## config.mk

```make
export PLATFORM = sky130hd
export DESIGN_NAME = bcd7seg_scan_flat
export DESIGN_NICKNAME = d
export VERILOG_FILES = /design/src/rtl/bcd7seg_pkg.sv /design/src/rtl/bcd7seg_scan_if.sv /design/src/rtl/seg7_hex_decode.sv /design/src/rtl/bcd7seg_scan.sv /design/src/flat_wrapper.sv
export SDC_FILE = /design/constraint.sdc
export NUM_CORES = 1
export LEC_CHECK = 0
export ABC_CLOCK_PERIOD_IN_PS = 3000
export CAP_MARGIN = 20
export CORE_MARGIN = 1.5
export CORE_UTILIZATION = 30
export CTS_CLUSTER_DIAMETER = 40
export DETAILED_ROUTE_END_ITERATION = 10
export SYNTH_ARGS = -nofsm -noshare
export SYNTH_HDL_FRONTEND = slang
export SYNTH_SLANG_ARGS = --single-unit
export TNS_END_PERCENT = 100
```

## constraint.sdc

```tcl
create_clock -name clk -period 3 [get_ports clk]
set_clock_uncertainty 0.15 [all_clocks]
set_input_delay 0.3 -clock clk [delete_from_list [all_inputs] [get_ports clk]]
set_output_delay 0.3 -clock clk [all_outputs]
set_load 0.01 [all_outputs]
```

## src/rtl/bcd7seg_pkg.sv

```systemverilog
// rtl/bcd7seg_pkg.sv - seven-segment pattern constants and segment vector type
package bcd7seg_pkg;

  // Segment vector {a,b,c,d,e,f,g}, a in the MSB, 1 = segment lit
  typedef logic [6:0] seg_t;

  localparam seg_t SEG_0     = 7'b1111110;
  localparam seg_t SEG_1     = 7'b0110000;
  localparam seg_t SEG_2     = 7'b1101101;
  localparam seg_t SEG_3     = 7'b1111001;
  localparam seg_t SEG_4     = 7'b0110011;
  localparam seg_t SEG_5     = 7'b1011011;
  localparam seg_t SEG_6     = 7'b1011111;
  localparam seg_t SEG_7     = 7'b1110000;
  localparam seg_t SEG_8     = 7'b1111111;
  localparam seg_t SEG_9     = 7'b1111011;
  localparam seg_t SEG_A     = 7'b1110111;
  localparam seg_t SEG_B     = 7'b0011111;
  localparam seg_t SEG_C     = 7'b1001110;
  localparam seg_t SEG_D     = 7'b0111101;
  localparam seg_t SEG_E     = 7'b1001111;
  localparam seg_t SEG_F     = 7'b1000111;
  localparam seg_t SEG_BLANK = 7'b0000000;

endpackage

```

## src/rtl/bcd7seg_scan_if.sv

```systemverilog
// rtl/bcd7seg_scan_if.sv - display data inputs and scanned display outputs
interface bcd7seg_scan_if #(
  parameter int NUM_DIGITS = 4
);
  import bcd7seg_pkg::*;

  logic                    load;
  logic [4*NUM_DIGITS-1:0] value;
  logic [NUM_DIGITS-1:0]   blank_mask;
  logic [NUM_DIGITS-1:0]   dp_mask;
  logic                    lzs_en;
  seg_t                    seg;
  logic                    dp_out;
  logic [NUM_DIGITS-1:0]   an;
  logic                    frame_done;

  modport master (
    output load, value, blank_mask, dp_mask, lzs_en,
    input  seg, dp_out, an, frame_done
  );

  modport slave (
    input  load, value, blank_mask, dp_mask, lzs_en,
    output seg, dp_out, an, frame_done
  );

endinterface

```

## src/rtl/seg7_hex_decode.sv

```systemverilog
// rtl/seg7_hex_decode.sv - combinational hex nibble to active-high segment decode
module seg7_hex_decode
  import bcd7seg_pkg::*;
(
  input  logic [3:0] nibble,
  output seg_t       seg
);

  // Full hex table, lowercase b and d shapes for 0xB and 0xD
  always_comb begin
    seg = SEG_BLANK;
    case (nibble)
      4'h0: seg = SEG_0;
      4'h1: seg = SEG_1;
      4'h2: seg = SEG_2;
      4'h3: seg = SEG_3;
      4'h4: seg = SEG_4;
      4'h5: seg = SEG_5;
      4'h6: seg = SEG_6;
      4'h7: seg = SEG_7;
      4'h8: seg = SEG_8;
      4'h9: seg = SEG_9;
      4'hA: seg = SEG_A;
      4'hB: seg = SEG_B;
      4'hC: seg = SEG_C;
      4'hD: seg = SEG_D;
      4'hE: seg = SEG_E;
      4'hF: seg = SEG_F;
      default: seg = SEG_BLANK;
    endcase
  end

endmodule

```

## src/rtl/bcd7seg_scan.sv

```systemverilog
// rtl/bcd7seg_scan.sv - multiplexed hex seven-segment display scanner
module bcd7seg_scan
  import bcd7seg_pkg::*;
#(
  parameter int NUM_DIGITS     = 4,
  parameter int CLK_DIV        = 50000,
  parameter int SEG_ACTIVE_LOW = 1
) (
  input  logic           clk,
  input  logic           rst,
  bcd7seg_scan_if.slave  bus
);

  localparam int              CW        = $clog2(CLK_DIV);
  localparam int              IW        = $clog2(NUM_DIGITS);
  localparam logic [CW-1:0]   CNT_MAX   = CW'(CLK_DIV - 1);
  localparam logic [IW-1:0]   IDX_MAX   = IW'(NUM_DIGITS - 1);
  localparam seg_t            SEG_UNLIT = (SEG_ACTIVE_LOW != 0) ? ~SEG_BLANK : SEG_BLANK;
  localparam logic            DP_UNLIT  = (SEG_ACTIVE_LOW != 0);

  logic [CW-1:0]           cnt_q, cnt_d;
  logic [IW-1:0]           idx_q, idx_d;
  logic [4*NUM_DIGITS-1:0] value_q, value_d;
  logic [NUM_DIGITS-1:0]   blank_q, blank_d;
  logic [NUM_DIGITS-1:0]   dpm_q, dpm_d;
  logic                    out_en_q, out_en_d;
  seg_t                    seg_q, seg_d;
  logic                    dp_q, dp_d;
  logic [NUM_DIGITS-1:0]   an_q, an_d;

  logic                    tick;
  logic [3:0]              nib;
  logic                    blank_sel;
  logic                    dp_sel;
  logic                    suppress;
  logic                    all_zero;
  logic                    dark;
  seg_t                    seg_pat;
  seg_t                    seg_lit;
  logic                    dp_lit;

  // Prescaler and digit index; frame_done marks the tick that ends the last slot
  always_comb begin
    tick           = (cnt_q == CNT_MAX);
    cnt_d          = tick ? '0 : cnt_q + CW'(1);
    idx_d          = idx_q;
    if (tick) begin
      idx_d = (idx_q == IDX_MAX) ? '0 : idx_q + IW'(1);
    end
    bus.frame_done = tick && (idx_q == IDX_MAX);
  end

  // Shadow registers follow the inputs only on a load strobe
  always_comb begin
    value_d = value_q;
    blank_d = blank_q;
    dpm_d   = dpm_q;
    if (bus.load) begin
      value_d = bus.value;
      blank_d = bus.blank_mask;
      dpm_d   = bus.dp_mask;
    end
  end

  // Select the active digit and work out whether it sits in a run of leading zeros
  always_comb begin
    nib       = 4'h0;
    blank_sel = 1'b0;
    dp_sel    = 1'b0;
    suppress  = 1'b0;
    all_zero  = 1'b1;
    for (int k = NUM_DIGITS - 1; k >= 0; k--) begin
      all_zero = all_zero && (value_q[4*k +: 4] == 4'h0);
      if (idx_q == IW'(k)) begin
        nib       = value_q[4*k +: 4];
        blank_sel = blank_q[k];
        dp_sel    = dpm_q[k];
        suppress  = all_zero && (k > 0);
      end
    end
  end

  seg7_hex_decode u_dec (
    .nibble (nib),
    .seg    (seg_pat)
  );

  // Blanking, then output polarity; a suppressed digit keeps its decimal point
  always_comb begin
    dark     = blank_sel || (bus.lzs_en && suppress);
    seg_lit  = dark ? SEG_BLANK : seg_pat;
    dp_lit   = dp_sel && !blank_sel;
    out_en_d = 1'b1;
    seg_d    = (SEG_ACTIVE_LOW != 0) ? ~seg_lit : seg_lit;
    dp_d     = (SEG_ACTIVE_LOW != 0) ? ~dp_lit : dp_lit;
    for (int k = 0; k < NUM_DIGITS; k++) begin
      an_d[k] = (idx_q != IW'(k));
    end
    if (!out_en_q) begin
      seg_d = SEG_UNLIT;
      dp_d  = DP_UNLIT;
      an_d  = '1;
    end
  end

  // State and registered display outputs; out_en holds the display dark one extra cycle
  always_ff @(posedge clk) begin
    if (rst) begin
      cnt_q    <= '0;
      idx_q    <= '0;
      value_q  <= '0;
      blank_q  <= '0;
      dpm_q    <= '0;
      out_en_q <= 1'b0;
      seg_q    <= SEG_UNLIT;
      dp_q     <= DP_UNLIT;
      an_q     <= '1;
    end else begin
      cnt_q    <= cnt_d;
      idx_q    <= idx_d;
      value_q  <= value_d;
      blank_q  <= blank_d;
      dpm_q    <= dpm_d;
      out_en_q <= out_en_d;
      seg_q    <= seg_d;
      dp_q     <= dp_d;
      an_q     <= an_d;
    end
  end

  assign bus.seg    = seg_q;
  assign bus.dp_out = dp_q;
  assign bus.an     = an_q;

endmodule

```

## src/flat_wrapper.sv

```systemverilog
// flat-port wrapper written by rule: the top's interface ports become plain ports
module bcd7seg_scan_flat import bcd7seg_pkg::*;
#(
  parameter int NUM_DIGITS     = 4,
  parameter int CLK_DIV        = 50000,
  parameter int SEG_ACTIVE_LOW = 1
)
  (clk, rst, bus_load, bus_value, bus_blank_mask, bus_dp_mask, bus_lzs_en, bus_seg, bus_dp_out, bus_an, bus_frame_done);
  bcd7seg_scan_if #(.NUM_DIGITS(NUM_DIGITS)) bus_i ();
  input  logic clk;
  input  logic rst;
  input wire logic [$bits(bus_i.load)-1:0] bus_load;
  input wire logic [$bits(bus_i.value)-1:0] bus_value;
  input wire logic [$bits(bus_i.blank_mask)-1:0] bus_blank_mask;
  input wire logic [$bits(bus_i.dp_mask)-1:0] bus_dp_mask;
  input wire logic [$bits(bus_i.lzs_en)-1:0] bus_lzs_en;
  output wire logic [$bits(bus_i.seg)-1:0] bus_seg;
  output wire logic [$bits(bus_i.dp_out)-1:0] bus_dp_out;
  output wire logic [$bits(bus_i.an)-1:0] bus_an;
  output wire logic [$bits(bus_i.frame_done)-1:0] bus_frame_done;
  assign bus_i.load = bus_load;
  assign bus_i.value = bus_value;
  assign bus_i.blank_mask = bus_blank_mask;
  assign bus_i.dp_mask = bus_dp_mask;
  assign bus_i.lzs_en = bus_lzs_en;
  assign bus_seg = bus_i.seg;
  assign bus_dp_out = bus_i.dp_out;
  assign bus_an = bus_i.an;
  assign bus_frame_done = bus_i.frame_done;
  bcd7seg_scan #(.NUM_DIGITS(NUM_DIGITS), .CLK_DIV(CLK_DIV), .SEG_ACTIVE_LOW(SEG_ACTIVE_LOW)) u_core (.clk(clk), .rst(rst), .bus(bus_i));
endmodule
```

After elaboration in Yosys (flattened, before gate mapping)
Memories as Yosys holds them, arrays and structs flattened. Cells that the tools add are included.

Flip-flop bits (word level): 55. Memory bits (read-only): 112. Bits of input ports: 28. Output and inout port bits: 13. Word-level logic and storage cells: 55. Memories: 1.

Add/sub/neg operators: 2. Equal/unequal tests: 7. Muxes and demuxes: 19. Bitwise gates (word level): 3. Reduce and logical (&&, ||, !) cells: 14.

Memories: (no name shown) (words 16, width 7, read ports 1, clocked after memory_dff 0, write ports 0, line seg7_hex_decode.sv:12) `case (nibble)`.

Operators by type and width (number): 16-bit by 1-bit adder with 16-bit output (second input constant) (1); 16-bit == test (second input constant) (1); 4-bit two-way mux (4); 1-bit two-way mux (13); 4-bit logical NOT (3); 7-bit two-way mux (1); 7-bit inverter (1); 1-bit logical AND (5); 2-bit == test (second input constant) (2); 2-bit != test (second input constant) (2); 2-bit OR reduction (2); 2-bit by 1-bit adder with 2-bit output (second input constant) (1); 2-bit by 1-bit == test with 1-bit output (second input constant) (1); 2-bit logical NOT (1); 2-bit two-way mux (1); 2-bit by 1-bit != test with 1-bit output (second input constant) (1); 1-bit inverter (2); 2-bit nonzero test (1); 1-bit logical NOT (1); 1-bit logical OR (1).

Depth between registers and ports, before layout
Depth in word-level cells: 9. Gate-level depth with buffers: 11. Depth with buffers taken out: 9.

Hierarchy
Synthesis repeated with hierarchy kept, for this count alone.

Cells, all modules: 283. Area, all modules: 2573.7 um^2.

By module, submodules not included: bcd7seg_scan (times used 1, cells each 250, area each 2285.9 um^2, seq. area each 1101.1 um^2); seg7_hex_decode (times used 1, cells each 33, area each 287.8 um^2, seq. area each 0.0 um^2).

Worst setup path after synthesis
Ideal clock, no wire load.

Kind: flip-flop to flip-flop. From: reg u_core.idx_q[0]. To: reg u_core.seg_q[6], in the netlist u_core.bus.seg[6]. Library setup time: 0.120 ns. Arrival time: 2.176 ns. Required time: 2.730 ns. Setup slack: 0.554 ns. Cell stages (with the launch flop): 11. Buffers on the path: 1. Period minus slack after synthesis: 2.446 ns. Cells stage by stage: dfxtp_1 -> inv_1 -> ha_1 -> buf_2 -> nand3b_1 -> a221oi_4 -> inv_1 -> ha_1 -> or3_1 -> o221ai_1 -> nand2_1.

Cells in the longest elaborated chain, start to end: 9. Elaborated cells on any way between the ends: 21. Classes of those cells: eq/ne (3); mux (13); bitwise (1); reduce/logical (3); memory (1).

Ends and longest elaborated chain: start, declared (line bcd7seg_scan.sv:22) `logic [IW-1:0] idx_q, idx_d;`; start signal, assigned (line bcd7seg_scan.sv:120) `idx_q <= idx_d;`; parallel branches: the longest is 7 deep, another holds memory read 16 x 7 bit; 7-bit two-way mux (*) (line bcd7seg_scan.sv:91) `seg_lit = dark ? SEG_BLANK : seg_pat;`; 7-bit inverter (*) (line bcd7seg_scan.sv:94) `seg_d = (SEG_ACTIVE_LOW != 0) ? ~seg_lit : seg_lit;`; end signal, assigned (line bcd7seg_scan.sv:125) `seg_q <= seg_d;`; end, declared (line bcd7seg_scan.sv:27) `seg_t seg_q, seg_d;`.

Mark *: on every way between the ends. A chain may end at the register's enable or synchronous reset.

Final worst setup path
From: reg u_core.cnt_q[0]. To: out bus_frame_done.

Cells in the longest elaborated chain, start to end: 2.

Ends and longest elaborated chain: start, declared (line bcd7seg_scan.sv:21) `logic [CW-1:0] cnt_q, cnt_d;`; start signal, assigned (line bcd7seg_scan.sv:119) `cnt_q <= cnt_d;`; 16-bit == test (line bcd7seg_scan.sv:44) `tick = (cnt_q == CNT_MAX);`; 1-bit logical AND (line bcd7seg_scan.sv:50) `bus.frame_done = tick && (idx_q == IDX_MAX);`; end, declared (line flat_wrapper.sv:20) `output wire logic [$bits(bus_i.frame_done)-1:0] bus_frame_done;`.

Every way passes these cells.

==> results.cfg <==
[run_status]
run_status = finished, final reports clean

[grt]
grt_pass1_wl_um = 8850
grt_start_max_net_pins = 29
grt_util_all_layers_pct = 12.6
grt.overflow.total = 0
grt_pass1_vias = 1845
antenna_found_initial = 0

[sta]
finalSetupViolCount = 0
fin_crit_ns = 2.66
slew_violations = 0
min_period_over_period_pct = 88.8
slew_headroom_pct = 66.2
rsz0062_at_grt = false
tightestPinTransition_ns = 0.503
hold_viol = 0
finalSetupTns_ns = 0
fmax_ghz = 0.375

[layout]
drive_above_1_share_pct = 5.08
num_antenna_cells = 0
nFillCells = 839
fin_nets = 353
syn2layout_area_growth_pct = 23.0
ff_latch_area_um2 = 1100
instances_no_fill = 420
multi_input_area_um2 = 1310

[die]
die_w_um = 95.1
start_util_pct = 31.0
core_um2 = 8220
rows = 33
ios = 41
dieHeight_um = 95.1
dieArea_um2 = 9040

[yosys]
yosys_register_bits = 55
synth.avg_cell_area_um2 = 9.22
synth_cell_types = 40
synthFlopType = dfxtp_1
synth_top_cells_by_count = dfxtp_1, nor2_1, mux2i_1, nand2_1, inv_1
syn_inst = 276
yosysMostFrequentCell = dfxtp_1
yosysWarnings = 0
yosysTopAreaCell = dfxtp_1
syn-num-nets = 315
seq_area_frac_synth_pct = 43.3
synthArstFlopShare_pct = 0
syn-cell-area_um2 = 2540
synthTopCellsByArea = dfxtp_1, mux2i_1, nor2_1, ha_1, xnor2_1
synth.top_cell.area_share_pct = 43.3
synth_edf_count = 0

[clock_network]
cts_tree = yes
post_cts_resized = 0
cts_setup_buffers = 0
clkLatencyLatePin_ns = 0.30
cts_buffer_depth = 2
clkSinkCount = 55
cts.clk_slew.worst_paths_ns = 0.09
cts_buffers = 5
cts_max_level = 2
cts-root-buf = clkbuf_8
cts_hold_buffers = 0

[placement]
portBuffers = 40
dp_hpwl_um = 3910
routabilityCongestion = 0.864
placed_cells = 412

[job]
max_cap_viol_count = 0

[routing]
ant_nets = 0
drt_iter0_markers = 62
routed_wl_um = 5290
drt_first_pass_iters = 4
wire_per_inst_um = 12.6
via_per_inst = 4.65
vias = 1955
drc_errors = 0

[setup_path]
path_delay_family = simple AND/OR/NAND/NOR gates
reg2reg_from = u_core.idx_q[0]$_SDFFE_PP0P_
path_max_fanout = 6
worst-path-buf-inv = 1
critPathArrivalTime_ns = 2.21
crit_path_end_kind = primary output
critPathRequiredTime_ns = 2.55
path_depth = 5
worstReg2RegEnd = u_core.bus.seg[6]$_SDFF_PP1_
slowest_stage = clkdlybuf4s50_1
slowest_delay_ns = 0.57
start_kind = register
r2r_slack_ns = 0.37
rr_worst_depth = 9
critical_path_class = register to primary output
worstPathCellList = ha_1, and3_1, nand4_1, nor2_1, clkdlybuf4s50_1

[pwr]
power.leakage_nw = 1.21
ir_drop_mv = 0.207
p_per_area_nw_per_um2 = 442

[worst_hold_path]
min_path_cells = 1
min_from = u_core.cnt_q[0]$_SDFF_PP0_
min_to = u_core.cnt_q[0]$_SDFF_PP0_
worstHoldPathType = register to register
report_power, final:
part | leakage [nW] | internal (W) | switching, W
logic | 0.705 | 0.0000894 | 0.0000716
registers | 0.451 | 0.000760 | 0.0000193
clock network | 0.0515 | 0.000211 | 0.000232
total | 1.21 | 0.00106 | 0.000323
worst max path at each step:
stage                                       startpoint                           end
final                       u_core.cnt_q[0]$_SDFF_PP0_                bus_frame_done
after global routing      u_core.idx_q[0]$_SDFFE_PP0P_  u_core.bus.seg[6]$_SDFF_PP1_
after CTS                   u_core.cnt_q[0]$_SDFF_PP0_                bus_frame_done
after detailed placement  u_core.idx_q[0]$_SDFFE_PP0P_  u_core.bus.seg[6]$_SDFF_PP1_
after global placement    u_core.idx_q[0]$_SDFFE_PP0P_  u_core.bus.seg[6]$_SDFF_PP1_
after floorplan           u_core.idx_q[0]$_SDFFE_PP0P_  u_core.bus.seg[6]$_SDFF_PP1_
state kept, by name (all words and copies together) (netlist names):
name	cells
u_core.idx_q	2
u_core.blank_q	4
u_core.bus.seg	7
u_core.value_q	16
u_core.bus.an	4
u_core.bus.dp_out	1
u_core.out_en_q	1
u_core.dpm_q	4
u_core.cnt_q	16
final cells by class:
| cell class | instances | share of cell area (%) |
|---|---|---|
| tap | 105 | 4.20 |
| inverter | 12 | 1.44 |
| timing repair buffer | 45 | 14.0 |
| sequential | 55 | 35.2 |
| multi-input combinational | 195 | 42.0 |
| clock buffer | 8 | 3.20 |
cell families after synthesis:
family                     Yosys count  synth area share (%)
buffers and inverters               26                  5.07
muxes                               26                  10.2
AOI/OAI and AO/OA                   29                  9.35
and+or+nand+nor                    114                  21.5
DFF                                 55                  43.3
xor gates and xnor gates            15                  5.16
adders and majority gates           11                  5.41
routing by layer:
layer  routed length [µm]  share of wire [%]  vias up  GRT usage [%]
met5                    0                  0        -              0
met3                  237                4.5        9           3.11
li1                     -                  -     1015              -
met2                 2370                 45       38           19.4
met4                   70                1.3        0           4.48
met1                 2610                 49      893           17.0
through the flow:
stage          power, W  area, µm²  setup WS [ns]  utilization (%)  hold WS [ns]
2_1_floorplan  0.000884       2540          0.554                -         0.280
3_3_place_gp   0.000956       3030          0.477             36.9         0.297
3_5_place_dp   0.000959       3030          0.371             36.9         0.305
4_1_cts         0.00140       3130          0.290             38.1         0.327
5_1_grt         0.00145       3130          0.121             38.1         0.351
6_report        0.00138       3130          0.336             38.1         0.321
layout by cell type, fill, tap and decap left out, drive strengths merged, types with 6 or more instances in the layout:
| cell | Yosys | layout |
|---|---|---|
| nand2 | 23 | 23 |
| clkbuf | 3 | 8 |
| inv | 12 | 12 |
| clkdlybuf4s50 | 0 | 40 |
| nor4 | 6 | 6 |
| nor2 | 47 | 47 |
| mux2i | 26 | 26 |
| xnor2 | 10 | 10 |
| dfxtp | 55 | 55 |
| nand3 | 8 | 8 |
| ha | 11 | 11 |
| a21oi | 8 | 8 |
Note: power is estimated with default switching activity, not from simulation.
